## config.mk

```make
export PLATFORM = sky130hd
export DESIGN_NAME = uart_tx_fifo_flat
export DESIGN_NICKNAME = d
export VERILOG_FILES = /design/src/rtl/uart_tx_fifo_if.sv /design/src/rtl/uart_tx_fifo.sv /design/src/flat_wrapper.sv
export SDC_FILE = /design/constraint.sdc
export NUM_CORES = 1
export LEC_CHECK = 0
export CORE_ASPECT_RATIO = 2
export CORE_MARGIN = 4
export CORE_UTILIZATION = 55
export DETAILED_ROUTE_END_ITERATION = 10
export GPL_TIMING_DRIVEN = 0
export PLACE_DENSITY_LB_ADDON = 0.05
export SYNTH_ARGS = -nofsm -noshare
export SYNTH_HDL_FRONTEND = slang
export SYNTH_SLANG_ARGS = --single-unit
```

## constraint.sdc

```tcl
create_clock -name clk -period 2.6 [get_ports clk]
set_input_delay 0.52 -clock clk [delete_from_list [all_inputs] [get_ports clk]]
set_output_delay 0.52 -clock clk [all_outputs]
set_load 0.02 [all_outputs]
```

## src/rtl/uart_tx_fifo_if.sv

```systemverilog
// Producer-side and serializer-side handshake of the UART transmit buffer.
// The master modport is the environment (producer plus serializer); the
// slave modport is the buffer itself.
interface uart_tx_fifo_if #(
    parameter int DEPTH_LOG2 = 4
) ();
    logic                  wr_en;
    logic [7:0]            wr_data;
    logic                  full;
    logic                  empty;
    logic [DEPTH_LOG2:0]   count;
    logic                  overflow;
    logic                  TxD_busy;
    logic                  TxD_start;
    logic [7:0]            TxD_data;

    modport master (
        output wr_en, wr_data, TxD_busy,
        input  full, empty, count, overflow, TxD_start, TxD_data
    );

    modport slave (
        input  wr_en, wr_data, TxD_busy,
        output full, empty, count, overflow, TxD_start, TxD_data
    );
endinterface

```

## src/rtl/uart_tx_fifo.sv

```systemverilog
// Byte FIFO in front of the UART serializer. Producers write at clock rate;
// the launch FSM hands one byte at a time to the serializer and waits for
// its busy cycle to finish. If busy never rises the byte is dropped after a
// short timeout so a dead serializer cannot wedge the queue.
module uart_tx_fifo #(
    parameter int DEPTH_LOG2   = 4,
    parameter int BUSY_TIMEOUT = 3
) (
    input logic           clk,
    input logic           rst,
    uart_tx_fifo_if.slave bus
);
    localparam int DEPTH = 1 << DEPTH_LOG2;
    localparam int CW    = DEPTH_LOG2 + 1;
    localparam int TW    = $clog2(BUSY_TIMEOUT + 1) > 0 ? $clog2(BUSY_TIMEOUT + 1) : 1;

    typedef enum logic [1:0] {IDLE, START, WAIT_HI, WAIT_LO} state_t;

    logic [7:0]            mem [DEPTH];
    logic [DEPTH_LOG2-1:0] wr_ptr, rd_ptr;
    logic [CW-1:0]         count_q, count_nxt;
    logic                  full_q, empty_q, overflow_q;
    state_t                state;
    logic [TW-1:0]         tmo;
    logic                  start_q;
    logic [7:0]            data_q;
    logic                  do_wr, do_pop;

    // full/empty come from registered count, so a pop in the same cycle
    // never rescues a write to a full FIFO.
    assign do_wr  = bus.wr_en && !full_q;
    assign do_pop = (state == IDLE) && !empty_q && !bus.TxD_busy;

    // Next occupancy; simultaneous write and pop leaves it unchanged.
    always_comb begin
        count_nxt = count_q;
        if (do_wr && !do_pop)
            count_nxt = count_q + CW'(1);
        else if (!do_wr && do_pop)
            count_nxt = count_q - CW'(1);
    end

    // Storage array; contents need no reset since pointers define validity.
    always_ff @(posedge clk) begin
        if (do_wr)
            mem[wr_ptr] <= bus.wr_data;
    end

    // Write pointer, occupancy counter and registered status flags.
    always_ff @(posedge clk or posedge rst) begin
        if (rst) begin
            wr_ptr     <= '0;
            count_q    <= '0;
            full_q     <= 1'b0;
            empty_q    <= 1'b1;
            overflow_q <= 1'b0;
        end else begin
            overflow_q <= bus.wr_en && full_q;
            if (do_wr)
                wr_ptr <= wr_ptr + 1'b1;
            count_q <= count_nxt;
            full_q  <= (count_nxt == CW'(DEPTH));
            empty_q <= (count_nxt == '0);
        end
    end

    // Launch FSM: pop, pulse start, wait for busy to rise (or time out),
    // then wait for busy to fall before the next byte.
    always_ff @(posedge clk or posedge rst) begin
        if (rst) begin
            state   <= IDLE;
            rd_ptr  <= '0;
            tmo     <= '0;
            start_q <= 1'b0;
            data_q  <= 8'h00;
        end else begin
            case (state)
                IDLE: begin
                    if (do_pop) begin
                        data_q  <= mem[rd_ptr];
                        rd_ptr  <= rd_ptr + 1'b1;
                        start_q <= 1'b1;
                        state   <= START;
                    end
                end
                START: begin
                    start_q <= 1'b0;
                    tmo     <= TW'(BUSY_TIMEOUT);
                    state   <= WAIT_HI;
                end
                WAIT_HI: begin
                    if (bus.TxD_busy) begin
                        state <= WAIT_LO;
                    end else begin
                        tmo <= tmo - TW'(1);
                        // Byte is abandoned, not retried.
                        if (tmo <= TW'(1))
                            state <= IDLE;
                    end
                end
                WAIT_LO: begin
                    if (!bus.TxD_busy)
                        state <= IDLE;
                end
                default: state <= IDLE;
            endcase
        end
    end

    assign bus.full      = full_q;
    assign bus.empty     = empty_q;
    assign bus.count     = count_q;
    assign bus.overflow  = overflow_q;
    assign bus.TxD_start = start_q;
    assign bus.TxD_data  = data_q;
endmodule

```

## src/flat_wrapper.sv

```systemverilog
// flat-port wrapper written by rule: the top's interface ports become plain ports
module uart_tx_fifo_flat 
#(
    parameter int DEPTH_LOG2   = 4,
    parameter int BUSY_TIMEOUT = 3
)
  (clk, rst, bus_wr_en, bus_wr_data, bus_TxD_busy, bus_full, bus_empty, bus_count, bus_overflow, bus_TxD_start, bus_TxD_data);
  uart_tx_fifo_if #(.DEPTH_LOG2(DEPTH_LOG2)) bus_i ();
  input logic clk;
  input logic rst;
  input wire logic [$bits(bus_i.wr_en)-1:0] bus_wr_en;
  input wire logic [$bits(bus_i.wr_data)-1:0] bus_wr_data;
  input wire logic [$bits(bus_i.TxD_busy)-1:0] bus_TxD_busy;
  output wire logic [$bits(bus_i.full)-1:0] bus_full;
  output wire logic [$bits(bus_i.empty)-1:0] bus_empty;
  output wire logic [$bits(bus_i.count)-1:0] bus_count;
  output wire logic [$bits(bus_i.overflow)-1:0] bus_overflow;
  output wire logic [$bits(bus_i.TxD_start)-1:0] bus_TxD_start;
  output wire logic [$bits(bus_i.TxD_data)-1:0] bus_TxD_data;
  assign bus_i.wr_en = bus_wr_en;
  assign bus_i.wr_data = bus_wr_data;
  assign bus_i.TxD_busy = bus_TxD_busy;
  assign bus_full = bus_i.full;
  assign bus_empty = bus_i.empty;
  assign bus_count = bus_i.count;
  assign bus_overflow = bus_i.overflow;
  assign bus_TxD_start = bus_i.TxD_start;
  assign bus_TxD_data = bus_i.TxD_data;
  uart_tx_fifo #(.DEPTH_LOG2(DEPTH_LOG2), .BUSY_TIMEOUT(BUSY_TIMEOUT)) u_core (.clk(clk), .rst(rst), .bus(bus_i));
endmodule
```

Word level (Yosys, flattened, before mapping) --
Memory sizes are Yosys's and may differ from the RTL's. A register that Yosys moved wholly into a read port is not among the register bits. Cells that the tools add are included.
Storage, ports and cells: bits in registers 21, latch bits 0, bits in writable memories 128, ROM bits 0, output and inout bits 17, word-level logic and storage cells 56, memories kept 1
Memories:
- u_core.mem | words 16, width 8, rd ports 1, clocked after memory_dff 1, wr ports 1, line uart_tx_fifo.sv:19 | logic [7:0] mem [DEPTH];
Cells by class: add/sub/neg operators 5, $mul 0, divide/modulo/power cells 0, order comparisons 1, eq/ne operators 8, shift operators 0, multiplexer cells 13, bitwise logic cells 0, reduce and logical (&&, ||, !) cells 19
Operator list (number):
- $mux W2 | 5
- $mux W5 | 2
- $add A4 B1 Y4 const B | 2
- $pmux W2 S4 | 1
- $logic_and A1 B1 Y1 | 6
- $reduce_and A2 Y1 | 3
- $add A5 B1 Y5 const B | 1
- $eq A5 B5 Y1 const B | 1
- $logic_not A1 Y1 | 5
- $logic_not A5 Y1 | 1
- $sub A5 B1 Y5 const B | 1
- $eq A2 B2 Y1 const B | 2
- $ne A2 B2 Y1 const B | 2
- $pmux W2 S2 | 1
- $reduce_bool A2 Y1 | 2
- $mux W1 | 3
- $ne A3 B2 Y1 const B | 1
- $reduce_and A3 Y1 | 1
- $eq A2 B1 Y1 const B | 1
- $le A2 B1 Y1 const B | 1
- $logic_not A2 Y1 | 1
- $ne A2 B1 Y1 const B | 1
- $pmux W1 S2 | 1
- $sub A2 B1 Y2 const B | 1

Longest topological paths before layout --
Gate-level depths: netlist (run 1).
depth in word-level cells 7, depth in mapped cells 7, gate-level depth less buffers 6

Worst setup path before layout (run 1) --
No wires, ideal clock.
path type input-to-reg, start in bus_wr_en, end mem u_core.mem[3][0] (enable), arrival time 1.818 ns, required time 2.217 ns, setup slack 0.399 ns, stages 4, path buffers 1, path through nor2b_1 -> clkbuf_1 -> nand2_1 -> nor3_1
On the way: word-level cells in the longest chain between the ends 3
RTL lines:
- from (decl) | line flat_wrapper.sv:11 | input wire logic [$bits(bus_i.wr_en)-1:0] bus_wr_en;
- $logic_and A1 B1 Y1 | line uart_tx_fifo.sv:31 | assign do_wr = bus.wr_en && !full_q;
- $mux W1 | line uart_tx_fifo.sv:45 | if (do_wr)
- $mux W1 (not written as such) | line uart_tx_fifo.sv:46 | mem[wr_ptr] <= bus.wr_data;
- to (decl) | line uart_tx_fifo.sv:19
Every way passes these cells.

Final worst setup path (run 1) --
start in bus_wr_en, end mem u_core.mem[3][3] (enable)
The elaborated chain is that of the path after synthesis.

==> results by stage, run 1 <==
Run status:
- The run finished with clean final reports.

Synthesis:
- The synthesized area per cell is 17.7 um^2.
- The largest family of logic cells by synthesized area is multiplexers.
- The count of unique library cells instantiated by Yosys is 37.
- Counting flops and latches in the post-synthesis netlist gives 157.
- The number of warnings reported in the yosys synthesis log is 0.
- Of the total synthesized cell area, the portion taken by AND, OR, NAND and NOR gates is 0.0580.
- The dominant register cell in the synthesized netlist is sky130_fd_sc_hd__edfxtp_1.
- Of the total synthesized cell area, the portion taken by XOR and XNOR cells is 0.0139.
- The multiplexer share of the synthesized area is 0.138.
- The post-synthesis async set-or-reset flop share is 0.185.
- The number of enable-type register cells in the synthesized netlist is 128.
- Of the total synthesized cell area, the portion taken by full adders, half adders and majority gates is 0.0158.
- The share of the Yosys chip area taken by registers is 0.723.
- Summing every instance area after synthesis gives 0.00632 mm^2.
- The synthesized net count is 376.
- The compound-gate portion of the synthesized area is 0.0323.
- The number of instances in the synthesized netlist is 356.

Die:
- The die is 83.8 um wide.
- The floorplan step defined a die boundary enclosing 0.0134 mm^2.
- The total I/O pin count is 29.
- The area of the core is 0.0113 mm^2.
- The number of cell rows is 55.
- The initial utilization of the core area, before any placement, comes to 0.560.
- The die boundary height is 160 um.

Layout:
- The number of diodes added for antenna fixing is 0.
- The post-layout instance count excluding filler cells is 561.
- The synthesis-to-layout area growth is 18.1%.
- The net count of the finished layout is 426.
- The most common cell after layout, fill and taps aside is sky130_fd_sc_hd__edfxtp_1.
- The share of post-route cells with drive strength above 1 is 0.239.
- Leaving out fill and tap cells, the most frequent cells in the layout are 128 x sky130_fd_sc_hd__edfxtp_1, 31 x sky130_fd_sc_hd__mux4_2, 28 x sky130_fd_sc_hd__clkdlybuf4s50_1, 28 x sky130_fd_sc_hd__dfrtp_1, 22 x sky130_fd_sc_hd__nand2_1.

Drt:
- The detail-routed via count per cell is 5.81.
- Wires add up to 12.5 mm.
- For this block, the initial DRC count from the detailed router was 191.
- The total length of routed met2 wires is 7.01 mm.
- The sum of routed wire segments on met1 is 4.85 mm.
- The number of detailed-routing iterations run before antenna repair is 4.
- The met3 routed wirelength is 421 um.
- The highest metal layer with signal wires is met4.
- The wire length per cell is 22.3 um.
- The number of nets with antenna violations after routing is 0.
- After detailed routing, the number of remaining DRC violations is 0.
- The routed layout has 3257 vias.

Placement:
- The placed wire-length estimate is 8.53 mm.
- The number of instances in the placed design is 529.
- In this run the tool buffered the top-level ports with 28 buffer cells.
- The pre-CTS worst setup slack is -582 ps.
- The congestion estimate from routability-driven global placement came to 0.788.

GRT:
- The first-pass GRT wire length is 19.7 mm.
- The initial antenna violation count is 0.
- The number of global-route vias before repair is 3433.
- Entering global routing, the biggest net connects 30 pins.
- The overall track demand over capacity in global routing is 0.202.
- The total overflow left after global routing is 0.

Critical path:
- The worst setup path is captured at a register.
- The maximum fanout encountered on the critical timing path is 10.
- The worst stage delay on the critical path is 490 ps.
- The required time at the endpoint of the critical path is 2730 ps.
- The critical path is of the primary input to register type.
- The slowest stage cell on the critical path is sky130_fd_sc_hd__clkdlybuf4s50_1.
- On the critical path the largest part of the delay comes from buffers and inverters.
- The critical path contains buffers and inverters numbering 3 combined.
- The signal on the critical path passes through clkdlybuf4s50_1 > nor2b_1 > clkbuf_1 > nand2_1 > nor3_2 > buf_6.
- Data arrives at the worst endpoint at 2640 ps.
- The worst setup path is launched from a primary input.

Timing:
- The number of endpoints with negative hold slack in the final report is 0.
- Derived from the worst setup path, the maximum achievable clock frequency is 398 MHz.
- The count of pins over their slew limit came to 0.
- In this run the tightest slew margin relative to its limit is 0.239.
- The minimum clock period after layout is 2510 ps.
- Clock skew on the completed layout was measured at 9.89 ps.
- Setup violations remaining at the end of the flow were counted as 0.
- The final worst-path cycle share is 0.967.
- After layout, the worst setup slack is 86.2 ps.
- At the pin with the least slew margin, the transition time is 1140 ps.
- Setup repair after global routing could not meet its margin everywhere.

Power:
- VDD sags by at most 0.629 mV.
- For this design the ratio of total power to cell area is 1140 mW/mm^2.
- The final total power is 8480 uW.
- The cell leakage power is 0.00256 uW.

CTS:
- After clock tree synthesis, the clock-pin slew on the worst setup and hold paths is 60 ps.
- The root buffer cell chosen for the clock tree is sky130_fd_sc_hd__clkbuf_16.
- The CTS sink count is 157.
- The clock insertion delay at the later pin of the skew report is 420 ps.
- The total of hold buffers inserted after clock tree synthesis is 0.
- Counting the buffers created by CTS gives 17.
- The post-CTS setup repair buffer count is 0.
- The maximum clock path buffer count is 2.
- The TritonCTS clock tree is done.
- The depth of the CTS H-tree is 4.

Min path:
- The classification of the worst-slack hold path is register to register.

Run:
- The total of max-cap violations is 0.
-- power by group --
| group | switching [uW] | internal (uW) |
|---|---|---|
| Clock | 961 | 1410 |
| Sequential | 224 | 3150 |
| Combinational | 1520 | 1200 |
-- cells in the mapped netlist (2+ instances only) --
master                     count  area [um^2]
sky130_fd_sc_hd__a21o_1        2         15.0
sky130_fd_sc_hd__a21oi_1       9         45.0
sky130_fd_sc_hd__a31oi_1       2         12.5
sky130_fd_sc_hd__buf_2        10         50.1
sky130_fd_sc_hd__clkbuf_1      6         22.5
sky130_fd_sc_hd__dfrtp_1      28          701
sky130_fd_sc_hd__edfxtp_1    128         3840
sky130_fd_sc_hd__ha_1          8          100
sky130_fd_sc_hd__inv_1         8         30.0
sky130_fd_sc_hd__mux2_2        3         33.8
sky130_fd_sc_hd__mux2i_1      14          140
sky130_fd_sc_hd__mux4_2       31          698
sky130_fd_sc_hd__nand2_1      22         82.6
sky130_fd_sc_hd__nand2b_1      4         25.0
sky130_fd_sc_hd__nand3_1       4         20.0
sky130_fd_sc_hd__nand4_1       2         12.5
sky130_fd_sc_hd__nor2_1       23         86.3
sky130_fd_sc_hd__nor2b_1       2         12.5
sky130_fd_sc_hd__nor3_1       11         55.1
sky130_fd_sc_hd__o21ai_0      13         65.1
sky130_fd_sc_hd__xnor2_1      10         87.6
-- layout make-up --
type | instances | area [um^2]
Buffer | 18 | 87.6
Clock buffer | 18 | 429
Clock inverter | 14 | 143
Fill cell | 806 | 3820
Inverter | 8 | 30.0
Multi-Input combinational cell | 173 | 1710
Sequential cell | 157 | 4570
Tap cell | 142 | 178
Timing Repair Buffer | 31 | 314
-- worst min-delay path, stage by stage, from the launching register on --
cell and delay (ps):
sky130_fd_sc_hd__dfrtp_1 340, sky130_fd_sc_hd__nand2_1 50, sky130_fd_sc_hd__o21ai_0 60
-- through the flow --
| stage | util | hold slack [ps] | cell area [um^2] | TNS [ps] |
|---|---|---|---|---|
| 3_5_place_dp | 0.605 | 480 | 6830 | -54650 |
| 4_1_cts | 0.657 | 493 | 7420 | -4650 |
| 5_1_grt | 0.661 | 533 | 7460 | -1260 |
| 3_3_place_gp | 0.600 | 469 | 6780 | -75840 |
| 6_report | 0.661 | 484 | 7460 | 0 |
| 2_1_floorplan | - | 494 | 6320 | 0 |
-- worst paths after layout --
path	slack, ps	from	endpoint	cells past startpoint
worst max register to register	310	u_core.bus.full	u_core.mem[3][3]	5
min in group asynchronous	700	rst	u_core.bus.TxD_data[2]	2
worst max-delay path	90	bus_wr_en	u_core.mem[3][3]	6
worst min register to register	480	u_core.bus.TxD_data[6]	u_core.bus.TxD_data[6]	2
worst min-delay path	480	u_core.bus.TxD_data[6]	u_core.bus.TxD_data[6]	2
max in group asynchronous	1210	rst	u_core.wr_ptr[1]	2
-- logic make-up after synthesis --
family | count (synthesis)
AND/OR/NAND/NOR | 75
XOR/XNOR | 10
multiplexers | 48
AO/OA/AOI/OAI | 32
adder cells (fa/ha/maj) | 8
flip-flops | 157
buffers and inverters | 26
-- flip-flops by register name, summed over array words and instances, names as in the netlist, 2 cells and up --
register / flops
u_core.mem: 128
u_core.tmo: 2
u_core.bus.count: 5
u_core.bus.TxD_data: 8
u_core.rd_ptr: 4
u_core.state: 2
u_core.wr_ptr: 4
-- timing repair --
action	in CTS	in global routing
endpoints found under the setup margin	97	72
cloned	0	0
gates resized for setup	6	12
pin swaps	0	0
-- per-layer routing --
layer / track usage / vias up
li1: - / 1481
met2: 0.361 / 67
met5: 0 / -
met1: 0.235 / 1688
met3: 0.0456 / 21
met4: 0.0747 / 0
Note: power is estimated with default switching activity, not from simulation.
==> inputs of run 2 (changes only) <==
--- a/config.mk
+++ b/config.mk
@@ -14,3 +14,4 @@
 export SYNTH_ARGS = -nofsm -noshare
 export SYNTH_HDL_FRONTEND = slang
 export SYNTH_SLANG_ARGS = --single-unit
+export TNS_END_PERCENT = 20
==> results by stage, run 2 (synthesis results as in run 1) <==
Power:
- VDD sags by at most 0.629 mV.
- The power density over the cells is 1130 mW/mm^2.
- The cell leakage power is 0.00256 uW.

CTS:
- The number of buffers added by the clock tree synthesis step is 17.
- The H-tree generated during clock tree synthesis spans 4 levels.
- The post-CTS setup repair buffer count is 0.
- TritonCTS built the clock tree.
- The clock drives 157 sinks.
- The maximum clock path buffer count is 2.
- The tree is rooted in a sky130_fd_sc_hd__clkbuf_16.
- The post-CTS clock slew at the launch and capture registers of the worst setup and hold paths is 60 ps.
- The later pin in the worst-skew pair is clocked with a latency of 420 ps.

Drt:
- The routed layout has 3252 vias.
- After detailed routing, the number of remaining DRC violations is 0.
- Summed over all layers, the routed wires come to 12.4 mm.
- In this run the remaining antenna-violating nets after routing total 0.
- The wire length per cell is 22.2 um.
- After the first detailed-routing iteration, the DRC count stood at 227.
- The detail-routed via count per cell is 5.80.
- The number of detailed-routing iterations run before antenna repair is 4.

Layout:
- The number of flip-flops in the largest register is 128.
- The library cells used most frequently in the layout, excluding fill and tap cells, are 128 x sky130_fd_sc_hd__edfxtp_1, 31 x sky130_fd_sc_hd__mux4_2, 28 x sky130_fd_sc_hd__clkdlybuf4s50_1, 28 x sky130_fd_sc_hd__dfrtp_1, 22 x sky130_fd_sc_hd__nand2_1.
- The final core utilization is 0.660.
- The net count of the finished layout is 426.
- After the flow finishes, the layout carries non-filler instances totaling 561.
- The number of antenna diodes in the final layout is 0.
- Of the cells placed in the final design, the portion with a size suffix greater than 1 is 0.234.
- The synthesis-to-layout area growth is 17.9%.
- The largest register by flop count is u_core.mem.
- Leaving out fill and tap cells, the most frequent cell in the layout is sky130_fd_sc_hd__edfxtp_1.

GRT:
- The final global-route overflow total is 0.
- The first global-routing pass estimated 19.7 mm of wire.
- The number of global-route vias before repair is 3430.
- For this run, the total global-route usage over all layers was measured as 0.202.
- The maximum number of pins on one net before global-route repair is 30.
- The initial antenna violation count is 0.

Placement:
- The pre-CTS worst setup slack is -582 ps.
- Routability-driven placement finished with a final weighted congestion of 0.788.
- The number of instances in the placed design is 529.
- The placed wire-length estimate is 8.53 mm.
- The number of buffers added on ports is 28.

Critical path:
- At the worst endpoint, the required time is 2640 ps.
- Setup slack on the worst reg-to-reg path comes out at 180 ps.
- Data on the critical path arrives at its endpoint at 2670 ps.
- The reg-to-reg startpoint is u_core.bus.full.
- The maximum fanout encountered on the critical timing path is 10.
- The worst setup path is of the primary input to register kind.
- The kind of start point of the critical path is a primary input.
- The slowest stage cell on the critical path is sky130_fd_sc_hd__nor2_1.
- STA classifies the critical path endpoint as a register.
- The number of cells on the worst reg-to-reg path is 4.
- The worst stage delay on the critical path is 750 ps.
- The kind of cell with the highest combined delay along the critical path is simple AND/OR/NAND/NOR gates.
- Counting both buffers and inverters, the worst setup path holds a total of 2.
- The signal on the critical path passes through clkdlybuf4s50_1 > nor2b_1 > clkbuf_1 > nand2_1 > nor2_1.
- The endpoint of the worst-slack reg-to-reg timing path is u_core.mem[12][3].

Timing:
- The final critical-path setup slack is -34.0 ps.
- Setup repair after global routing could not meet its margin everywhere.
- The count of pins over their slew limit was 0.
- The worst slew margin relative to its limit is 0.245.
- The post-route setup TNS is -420 ps.
- At the pin with the least slew margin, the transition time is 1130 ps.
- The number of endpoints with negative hold slack in the final report is 0.
- The minimum clock period after layout is 2630 ps.
- The worst slack on hold paths is 483 ps.
- The final worst-path cycle share is 1.01.
- Setup violations remaining at the end of the flow were counted as 24.
- The worst clock skew is 9.50 ps.
- The maximum clock frequency is 380 MHz.

Die:
- The number of cell rows is 55.
- For this configuration, the core starts out at a cell density of 0.560.
- The die covers 0.0134 mm^2.
- The total I/O pin count is 29.
- The area of the core is 0.0113 mm^2.
- The width of the die is 83.8 um.
- Measured along the y axis, the die boundary spans 160 um.

Min path:
- The worst hold endpoint is u_core.bus.TxD_data[0].
- The cell count of the worst hold path is 2.
- The path class of the tightest hold or removal check is register to register.
- In this run the most critical hold path is launched from u_core.bus.TxD_data[0].

Run status:
- The run finished, with violations left.
- The final reports fail on setup timing.

Run:
- Max-cap violations in this run came to 0.
[run 2: cell counts in the layout (fill, tap and decap cells not counted)]
Identical to the previous run, type by type.
[run 2: power by group]
| part | switching (uW) | leakage (uW) | internal, uW | total [uW] |
|---|---|---|---|---|
| logic | 1500 | 0.000784 | 1200 | 2700 |
| registers | 225 | 0.00150 | 3150 | 3380 |
| clock network | 961 | 0.000269 | 1410 | 2370 |
| total | 2690 | 0.00256 | 5760 | 8450 |
[run 2: worst max-delay path by stage]
stage / from / endpoint / slack [ps] / cells past startpoint
after detailed placement: bus_wr_en / u_core.mem[6][2] / -580 / 5
final: bus_wr_en / u_core.mem[12][3] / -30 / 5
after CTS: bus_wr_en / u_core.mem[11][7] / -150 / 5
after floorplan: bus_wr_en / u_core.mem[3][0] / 400 / 4
after global placement: bus_wr_en / u_core.mem[3][2] / -1090 / 5
after global routing: bus_wr_en / u_core.mem[12][3] / -220 / 5
[run 2: layer usage]
metal	vias up	GRT usage	part of all wire
met5	-	0	0
met4	0	0.0783	0.017
met3	19	0.0456	0.034
met2	72	0.359	0.57
met1	1682	0.235	0.38
li1	1479	-	-
[run 2: cell type report]
cell class | instances | area, um^2
Multi-Input combinational cell | 173 | 1700
Clock buffer | 18 | 429
Buffer | 18 | 87.6
Tap cell | 142 | 178
Sequential cell | 157 | 4570
Inverter | 8 | 30.0
Fill cell | 806 | 3840
Timing Repair Buffer | 31 | 314
Clock inverter | 14 | 143
[run 2: what timing repair did]
item	4_1_cts	5_1_grt
resized for setup	4	10
setup endpoints to repair	97	83
hold buffers	0	0
[run 2: metrics by stage]
stage	cell area (um^2)	total power [uW]
floorplan	6320	5240
CTS	7410	8490
finish	7450	8450
detailed placement	6830	6120
global route	7450	8880
global placement	6780	6010
[run 2: tightest hold or removal path: stages, from the launching register on]
cell and delay (ps):
sky130_fd_sc_hd__dfrtp_1 340, sky130_fd_sc_hd__nand2_1 50, sky130_fd_sc_hd__o21ai_0 60
